--- config.mk ---
export PLATFORM = sky130hd
export DESIGN_NAME = multi_edge_detect
export DESIGN_NICKNAME = d
export VERILOG_FILES = /design/src/rtl/multi_edge_detect.sv
export SDC_FILE = /design/constraint.sdc
export NUM_CORES = 1
export LEC_CHECK = 0
export BUFFER_PORTS_ARGS = -buffer_cell sky130_fd_sc_hd__buf_2
export CAP_MARGIN = 20
export CORE_MARGIN = 8
export CORE_UTILIZATION = 46
export DETAILED_ROUTE_END_ITERATION = 12
export PLACE_DENSITY = 0.84
export SLEW_MARGIN = 20
export SYNTH_ARGS = -nofsm -noshare
export SYNTH_HDL_FRONTEND = slang
export SYNTH_SLANG_ARGS = --single-unit
--- constraint.sdc ---
create_clock -name clk -period 3.58 [get_ports clk]
set_input_delay 0.179 -clock clk [delete_from_list [all_inputs] [get_ports clk]]
set_output_delay 0.179 -clock clk [all_outputs]
set_load 0.01 [all_outputs]
--- src/rtl/multi_edge_detect.sv ---
// Multi-channel edge detector: synchroniser, optional debounce, per-channel rise/fall/both/off
// select, one-cycle pulses, sticky pending flags and an OR'd irq. Debounce: MULTI_EDGE_DETECT_DEBOUNCE_EN.
module multi_edge_detect #(
  parameter int CH          = 4,
  parameter int SYNC_STAGES = 2,
  parameter int DB_CYCLES   = 16
) (
  input  logic            clk,
  input  logic            rst,
  input  logic [CH-1:0]   in,
  input  logic [2*CH-1:0] mode,
  input  logic [CH-1:0]   clr,
  output logic [CH-1:0]   level,
  output logic [CH-1:0]   pulse,
  output logic [CH-1:0]   pend,
  output logic            irq
);

  if (CH < 1) begin : g_chCheck
    $error("multi_edge_detect: CH must be >= 1");
  end
  if (SYNC_STAGES < 2) begin : g_syncCheck
    $error("multi_edge_detect: SYNC_STAGES must be >= 2");
  end
  if (DB_CYCLES < 2) begin : g_dbCheck
    $error("multi_edge_detect: DB_CYCLES must be >= 2");
  end

  logic [CH-1:0] r_sync [SYNC_STAGES];
  logic [CH-1:0] r_level;
  logic [CH-1:0] r_pulse;
  logic [CH-1:0] r_pend;
  logic          r_irq;

  logic [CH-1:0] w_s;
  logic [CH-1:0] w_levelNext;
  logic [CH-1:0] w_pulseNext;
  logic [CH-1:0] w_pendNext;

  always_ff @(posedge clk or negedge rst) begin
    if (!rst) begin
      for (int k = 0; k < SYNC_STAGES; k++) begin
        r_sync[k] <= '0;
      end
    end else begin
      r_sync[0] <= in;
      for (int k = 1; k < SYNC_STAGES; k++) begin
        r_sync[k] <= r_sync[k-1];
      end
    end
  end

  assign w_s = r_sync[SYNC_STAGES-1];

`ifdef MULTI_EDGE_DETECT_DEBOUNCE_EN
  localparam int CW = $clog2(DB_CYCLES);

  logic [CW-1:0] r_cnt     [CH];
  logic [CW-1:0] w_cntNext [CH];

  // A change is accepted only after DB_CYCLES consecutive differing samples; any agreement restarts the count.
  always_comb begin
    w_levelNext = r_level;
    for (int i = 0; i < CH; i++) begin
      w_cntNext[i] = '0;
      if (w_s[i] != r_level[i]) begin
        if (r_cnt[i] == CW'(DB_CYCLES - 1)) begin
          w_levelNext[i] = w_s[i];
        end else begin
          w_cntNext[i] = r_cnt[i] + 1'b1;
        end
      end
    end
  end

  always_ff @(posedge clk or negedge rst) begin
    if (!rst) begin
      for (int i = 0; i < CH; i++) begin
        r_cnt[i] <= '0;
      end
    end else begin
      r_cnt <= w_cntNext;
    end
  end
`else
  assign w_levelNext = w_s;
`endif

  // mode bit 2i enables rising edges, bit 2i+1 falling edges; mode is sampled at the edge itself.
  always_comb begin
    w_pulseNext = '0;
    for (int i = 0; i < CH; i++) begin
      w_pulseNext[i] = (w_levelNext[i] & ~r_level[i] & mode[2*i]) |
                       (~w_levelNext[i] & r_level[i] & mode[2*i+1]);
    end
  end

  assign w_pendNext = (r_pend & ~clr) | w_pulseNext;

  always_ff @(posedge clk or negedge rst) begin
    if (!rst) begin
      r_level <= '0;
      r_pulse <= '0;
      r_pend  <= '0;
      r_irq   <= 1'b0;
    end else begin
      r_level <= w_levelNext;
      r_pulse <= w_pulseNext;
      r_pend  <= w_pendNext;
      r_irq   <= |w_pendNext;
    end
  end

  assign level = r_level;
  assign pulse = r_pulse;
  assign pend  = r_pend;
  assign irq   = r_irq;

endmodule

==> Word level (Yosys, flattened, before mapping) <==
Cells that the tools add are included.
{ "totals": {"register_bits": 21, "inputBits": 18, "out_inout_bits": 13, "elab_cells": 38} }
{ "classes": {"n_bitwise": 31, "reduce_logical": 1} }
{ "op_table": {"columns": ["operator", "count"], "rows": [
  ["AND 1 bit", 16],
  ["inverter 1 bit", 8],
  ["AND 4 bit", 1],
  ["inverter 4 bit", 1],
  ["bitwise OR 1 bit", 4],
  ["bitwise OR 4 bit", 1],
  ["OR reduction 4 bit", 1]
]} }

==> Depth between registers and ports, before layout <==
Gate-level depths: netlist of the first run.
{ "logic_depth": {"depth_word": 6, "depth_mapped": 3, "ltp_nobuf": 3} }

==> Worst setup path before layout of the first run <==
Ideal clock, no wire load.
{ "synth_timing": {"path_type": "register -> register", "start": "register r_level[2], in the netlist level[2]", "end": "register r_irq, in the netlist irq", "setup_time_ns": 0.138, "arrival_time_ns": 1.107, "required_ns": 3.442, "slack_ns": 2.335, "stages_incl_launch_ff": 4, "n_path_buf": 0, "period_less_slack_ns": 1.245, "cell_sequence": "dfrtp_1 nand3b_2 o221ai_2 or4_1"} }
{ "synth_between": {"elab_chain_cells": 6, "elab_cells_between_ends": 8, "cone_classes": "bitwise: 7; reduce/logical: 1"} }
{ "synth_rtl": {"columns": ["item", "line", "source"], "rows": [
  ["start, declared", "30", "logic [CH-1:0] r_level;"],
  ["start signal, assigned", "107", "r_level <= w_levelNext;"],
  ["inverter 1 bit", "93", "w_pulseNext[i] = (w_levelNext[i] & ~r_level[i] & mode[2*i]) |"],
  ["AND 1 bit (2 in a row)", "93", null],
  ["bitwise OR 1 bit (*)", "93", null],
  ["bitwise OR 4 bit (*)", "98", "assign w_pendNext = (r_pend & ~clr) | w_pulseNext;"],
  ["named net w_pendNext[2]", "38", "logic [CH-1:0] w_pendNext;"],
  ["OR reduction 4 bit (*)", "110", "r_irq <= |w_pendNext;"],
  ["end signal, assigned", "110", null],
  ["end, declared", "33", "logic r_irq;"]
]} }
The timed path passes the listed nets; every way through them passes the cells marked *.

==> Worst setup path after layout of the first run <==
{ "layout_timing": {"start": "register r_sync (netlist bit w_levelNext[2])", "end": "register r_irq, in the netlist irq"} }
{ "layout_between": {"elab_chain_cells": 6, "elab_cells_between_ends": 8, "cone_classes": "bitwise: 7; reduce/logical: 1"} }
{ "layout_rtl": {"columns": ["item", "line", "source"], "rows": [
  ["start, declared", "29", "logic [CH-1:0] r_sync [SYNC_STAGES];"],
  ["start signal, assigned by index", "48", "r_sync[k] <= r_sync[k-1];"],
  ["inverter 1 bit", "94", "(~w_levelNext[i] & r_level[i] & mode[2*i+1]);"],
  ["AND 1 bit (2 in a row)", "94", null],
  ["bitwise OR 1 bit (*)", "93", null],
  ["bitwise OR 4 bit (*)", "98", null],
  ["named net w_pendNext[2]", "38", null],
  ["OR reduction 4 bit (*)", "110", null]
]} }
Marks and branches as above.

==> metrics, run 1 <==
status complete, no violations; CP Max Fanout 4; Finished Layout Cells 96; Startpoint Class flip-flop; Ys Warns 0; Placer Congestion 0.643; Post-Synth Adder-Cell Area 0%; initial antenna violation count 0; # rows 13; Setup WS post-layout 2310 ps; TritonCTS clock tree done; htree depth 1; XOR/XNOR share of the synthesized area 0%; layout cells sized above 1 approximately 43%; CP required 3750 ps; Worst-Skew Late Latency 290 ps; number of global-route vias before repair 483; area grow syn2layout 37.1%; synthesized net count 60; met3 WL post-DR 118 µm; clk buf depth 2; Routed Antenna Nets 0; Fmax around 800 MHz; first-pass GRT wire length approximately 2.2 mm; minimum clock period 1270 ps; Slew Limit Fails 0; Synth area leader dfrtp_1; mux share of post-synthesis cell area 0%; final core utilization 68.9%; Max VDD drop 0.268 mV; Final Hold Fails 0; clock sink count 21; Cells on Worst Hold Path 2; die area 2910 µm²; Port-buffer cells 30; DRC Markers 0; WS Path Type reg2reg; Antenna diodes 0; main combinational cell family by area after synthesis simple AND/OR/NAND/NOR gates; post-synth top area share 79.4%; core area 1320 µm²; MaxCap Viol Count 0; placed cell count 87; final hold slack 105 ps; CTS clk-pin slew, worst paths 110 ps; Crit-path slowest cell or4_1; # IOs 31; RSZ-0062 raised after global routing false; R2R cell count 3; vias between 400 and 500; Synth Register Bits 21; Syn Area/Cell ~16 µm²; metal2 WL a little over 700 µm; Net count, final 100; 1st-pass router iterations 4; Synth area leaders dfrtp_1 (79%), nand3b_1 (6.8%), nand2b_1 (2.8%); endpoints failing setup 0; Yosys cell types 10; register area share after synthesis 79.4%; Slew headroom 70.6%; period utilisation layout between 30% and 40%; critical-path cell list nand3b_2 > o221ai_2 > or4_1; TNS Setup 0 ps; WL per Instance between 10 and 15 µm; Crit. End Element flip-flop; Simple-Gate Fraction of Synth Area 17.0%; Layout Skew roughly 2.9 ps; final wirelength 1.31 mm; Iter 0 DRT Violations 2; total power 0.416 mW; CP max stage delay 520 ps; Design Area, Final between 900 and 1000 µm²; largest net degree at the start of global routing 22; Die X 53.9 µm; Tot GR Track Use a little over a tenth; LEAKAGE roughly 0.47 nW; top sig layer met3; PD cells 458 nW/µm²; DP Area 831 µm²; cells after synthesis between 40 and 50; Syn Std Cell Area 662 µm²; Die H ~54 µm; actual slew at the worst max-slew pin 441 ps; vias per std cell 4.78; arrival time worst endpoint 1440 ps; root buffer cell clkbuf_4; Hold WC Path Type in2reg; Starting Density 50.2%; CTS Buf Count 3; compound-gate portion of the synthesized area 3.02%; pre-CTS WS 2310 ps; wire length on met1 481 µm; GR Overflow Total 0
-- synth_stat cells, drive strengths merged --
library cell	n
nand2	4
nand3	3
o21ai	1
inv	1
o221ai	1
dfrtp	21
nand2b	3
nand3b	7
or4	1
-- cell usage in the layout (no fill, tap or decap) --
| cell | instances |
|---|---|
| clkbuf_4 | 3 |
| nand2_1 | 4 |
| or4_1 | 1 |
| dfrtp_1 | 21 |
| nand3b_2 | 1 |
| o21ai_0 | 1 |
| nand3b_1 | 6 |
| dlygate4sd3_1 | 5 |
| inv_1 | 1 |
| nand3_1 | 3 |
| nand2b_1 | 3 |
| buf_2 | 30 |
| o221ai_2 | 1 |
| clkbuf_1 | 1 |
-- critical path, delay by kind of cell, from the launching register on --
kind / cells / cell delay (ps)
and+or+nand+nor: 2 / 620
DFF: 1 / 440
AOI/OAI and AO/OA: 1 / 90
-- state kept, by name, indices dropped and copies added (netlist names) --
signal       cells
pend             4
w_levelNext      4
pulse            4
irq              1
level            4
r_sync           4
-- path summary, 6_finish.rpt --
| path | from | slack (ps) | to |
|---|---|---|---|
| min in group asynchronous | rst | 380 | w_levelNext[2] |
| hold / removal | clr[2] | 100 | pend[2] |
| setup / recovery | w_levelNext[2] | 2310 | irq |
| setup reg to reg | w_levelNext[2] | 2310 | irq |
| hold reg to reg | r_sync[7] | 360 | w_levelNext[3] |
| max in group asynchronous | rst | 2890 | level[0] |
-- power by group --
group | internal [mW] | switching, mW
sequential | 0.253 | 0.00690
combinational | 0.0247 | 0.0240
clock | 0.0433 | 0.0639
-- final cells by class --
cell class / instances / area (µm²)
flip-flops and latches: 21 / 526
fillers: 99 / 410
repair buffers: 35 / 200
multi-input cells: 20 / 133
clock buffers: 4 / 26.3
well taps: 15 / 18.8
inverters: 1 / 3.75
-- kinds of logic after synthesis --
group	after synthesis
flip-flops	21
AND/OR/NAND/NOR	18
AO/OA/AOI/OAI	2
buffers and inverters	1
-- repair_timing --
| action | CTS | global route |
|---|---|---|
| hold buffers | 5 | 0 |
| setup buffers | 0 | 0 |
| endpoints found under the hold margin | 25 | 0 |
| resized for setup | 0 | 0 |
-- per-layer routing --
metal	track usage, %	up-vias
met5	0	-
met4	5.04	0
met3	5.51	0
met2	18.0	16
met1	11.0	221
li1	-	222
(Power assumes the default switching activity.)
==> run 2, diff against run 1 <==
--- a/config.mk
+++ b/config.mk
@@ -8,9 +8,9 @@
 export BUFFER_PORTS_ARGS = -buffer_cell sky130_fd_sc_hd__buf_2
 export CAP_MARGIN = 20
 export CORE_MARGIN = 8
-export CORE_UTILIZATION = 46
+export CORE_UTILIZATION = 38
 export DETAILED_ROUTE_END_ITERATION = 12
-export PLACE_DENSITY = 0.84
+export PLACE_DENSITY = 0.75
 export SLEW_MARGIN = 20
 export SYNTH_ARGS = -nofsm -noshare
 export SYNTH_HDL_FRONTEND = slang
==> constraint.sdc (replaced) <==
create_clock -name clk -period 1.05 [get_ports clk]
set_input_delay 0.0525 -clock clk [delete_from_list [all_inputs] [get_ports clk]]
set_output_delay 0.0525 -clock clk [all_outputs]
set_load 0.01 [all_outputs]
==> run 2 against run 1 <==
  * The run now ends with setup timing left
  * Highest routed layer unchanged
  * Sequential power rose to 3.4 times the previous value
  * Hold slack worse by 98 ps
  * Clock power increased to 3.4 times the previous value
  * Largest cell class unchanged
  * Sequential share of layout area decreased by 4.2 points
  * Critical path depth unchanged
  * Register-to-register slack worse by 2500 ps
  * Final cell count grew 8.3%
  * Die area is 15% higher
  * Via count grew 4.8%
  * Count of clock-buffer cells in the layout decreased by 1
  * First-iteration DRC count rose to 3.5 times the previous value
==> metrics, run 2 (synthesized netlist as in run 1, its figures left out) <==
status finished with violations; violated checks setup timing; Max VDD drop 0.755 mV (+180%); Startpoint Class flip-flop; vias 481 (+4.8%); clock sink count 21 (unchanged); layout cells sized above 1 49.4% (+6.2 points); commonest non-fill, non-tap cell in the layout buf_2; DRC Markers 0 (unchanged); Clk network pwr share 25.2% (-0.6 points); MaxCap Viol Count 0 (unchanged); WS Path Type reg2reg; Crit. End Element flip-flop; Iter 0 DRT Violations 7 (+5); fillers 142 (+43%); TritonCTS clock tree done; Crit-path slowest cell or4_1; combinational power share 13.6% (+1.9 points); endpoints failing setup 1 (+1); actual slew at the worst max-slew pin 448 ps (+7.40 ps); LEAKAGE 0.523 nW (+10%); Placer Congestion 0.698 (+8.6%); DP HPWL around 1 mm; # rows 15 (+2); htree depth 1 (unchanged); number of global-route vias before repair 500 (+3.5%); pre-CTS WS -200 ps (-2510 ps); 1st-pass router iterations 2 (-2); CP Max Fanout 3 (-1); die area 3330 µm² (+15%); RSZ-0062 raised after global routing true; Setup WS post-layout -214 ps (-2520 ps); Slew headroom 70.1% (-0.49 points); first-pass GRT wire length 2.18 mm (-1.8%); Fmax 791 MHz (+0.40%); initial antenna violation count 0 (unchanged); period utilisation layout 120% (+85 points); vias per std cell 4.63 (-3.3%); total power 1.45 mW (+250%); Final Hold Fails 0 (unchanged); arrival time worst endpoint 1440 ps (about the same); CTS Buf Count 3 (unchanged); Routed Antenna Nets 0 (unchanged); cell-internal power 1.11 mW (+250%); final hold slack 6.33 ps (-98.4 ps); PD cells 1490 nW/µm² (+220%); area grow syn2layout 47.6%; TNS Setup -214 ps (-214 ps); Sw Pwr 0.343 mW (+260%); Layout Skew 3.70 ps (+0.834 ps); Die X 57.7 µm (+7.1%); CP max stage delay 510 ps (about the same); minimum clock period 1260 ps (-5.02 ps); GR Overflow Total 0 (unchanged); critical-path cell list nand3b_1 > nand3_2 > or4_1; root buffer cell clkbuf_4; CP required 1220 ps (-2530 ps); most frequent cells in the layout buf_2 (30), dfrtp_1 (21), nand3b_1 (6), dlygate4sd3_1 (6), buf_4 (5); Tot GR Track Use 8.57% (-2.2 points); Worst-Skew Late Latency 290 ps (about the same); Port-buffer cells 30 (unchanged); largest net degree at the start of global routing 22 (unchanged); DP Area 857 µm² (+3.2%); Top delay family on crit path simple AND/OR/NAND/NOR gates; Antenna diodes 0 (unchanged); final core utilization 57.9% (-11 points); WL per Instance 13.2 µm (-2.7%); placed cell count 91 (+4.6%); # IOs 31 (unchanged); clk buf depth 2 (unchanged); Design Area, Final 977 µm² (+7.7%); Net count, final 106 (+6.0%); sequential share of power 61.1% (-1.4 points); Die H 57.7 µm (+7.1%); Finished Layout Cells 104 (+8.3%); CTS clk-pin slew, worst paths 110 ps (about the same); Hold WC Path Type in2reg; core area 1690 µm² (+28%); CP bufs+invs 0 (unchanged); final wirelength 1.38 mm (+5.4%); Starting Density 39.2% (-11 points); switching part of the total 23.6% (+0.77 points); Slew Limit Fails 0 (unchanged)
## run 2: cell types whose count changed in the layout (fill, tap and decap cells not counted), sizes merged
cell | before | now
buf | 30 | 35
clkinv | 0 | 1
clkbuf | 4 | 3
dlygate4sd3 | 5 | 6
## run 2: worst reg2reg max path: cells and delay by family (launching register included)
kind             cells  cell delay [ps]
and+or+nand+nor      3              740
DFF                  1              400
## run 2: layout make-up
class	instances	area [µm²]	share of cell area, %
Clock buffer	3	22.5	2.30
Inverter	1	3.75	0.384
Tap cell	17	21.3	2.18
Sequential cell	21	526	53.8
Timing Repair Buffer	41	248	25.4
Multi-Input combinational cell	20	151	15.5
Clock inverter	1	5.00	0.512
## run 2: final timing paths
path	start	slack, ps	end	depth (start not counted)
max	level[1]	-210	irq	3
min	mode[7]	6	pulse[3]	3
max reg2reg	level[1]	-210	irq	3
min reg2reg	r_sync[6]	360	w_levelNext[2]	0
max in group asynchronous	rst	510	r_sync[6]	2
min in group asynchronous	rst	230	pend[3]	2
## run 2: repair_timing
item / 4_1_cts / 5_1_grt
setup buffers: 2 / 1
pin swaps: 5 / 3
cloned: 0 / 0
resized for setup: 0 / 2
endpoints found under the setup margin: 1 / 1
hold endpoints to repair: 27 / 0
hold buffers: 6 / 0
## run 2: metal layers
| metal | global-route usage (%) | routed length, µm | vias to the layer above |
|---|---|---|---|
| li1 | - | - | 232 |
| met1 | 8.64 | 534 | 228 |
| met2 | 13.0 | 654 | 21 |
| met3 | 5.52 | 187 | 0 |
| met4 | 5.24 | 0 | 0 |
| met5 | 0 | 0 | - |
## run 2: power groups by stage
stage / Sequential [mW] / Clock, mW / Combinational, mW
after floorplan: 0.923 / 0 / 0.0413
final: 0.888 / 0.367 / 0.198
after global placement: 0.900 / 0 / 0.166
after detailed placement: 0.905 / 0 / 0.168
after global routing: 0.894 / 0.424 / 0.218
after CTS: 0.888 / 0.393 / 0.194
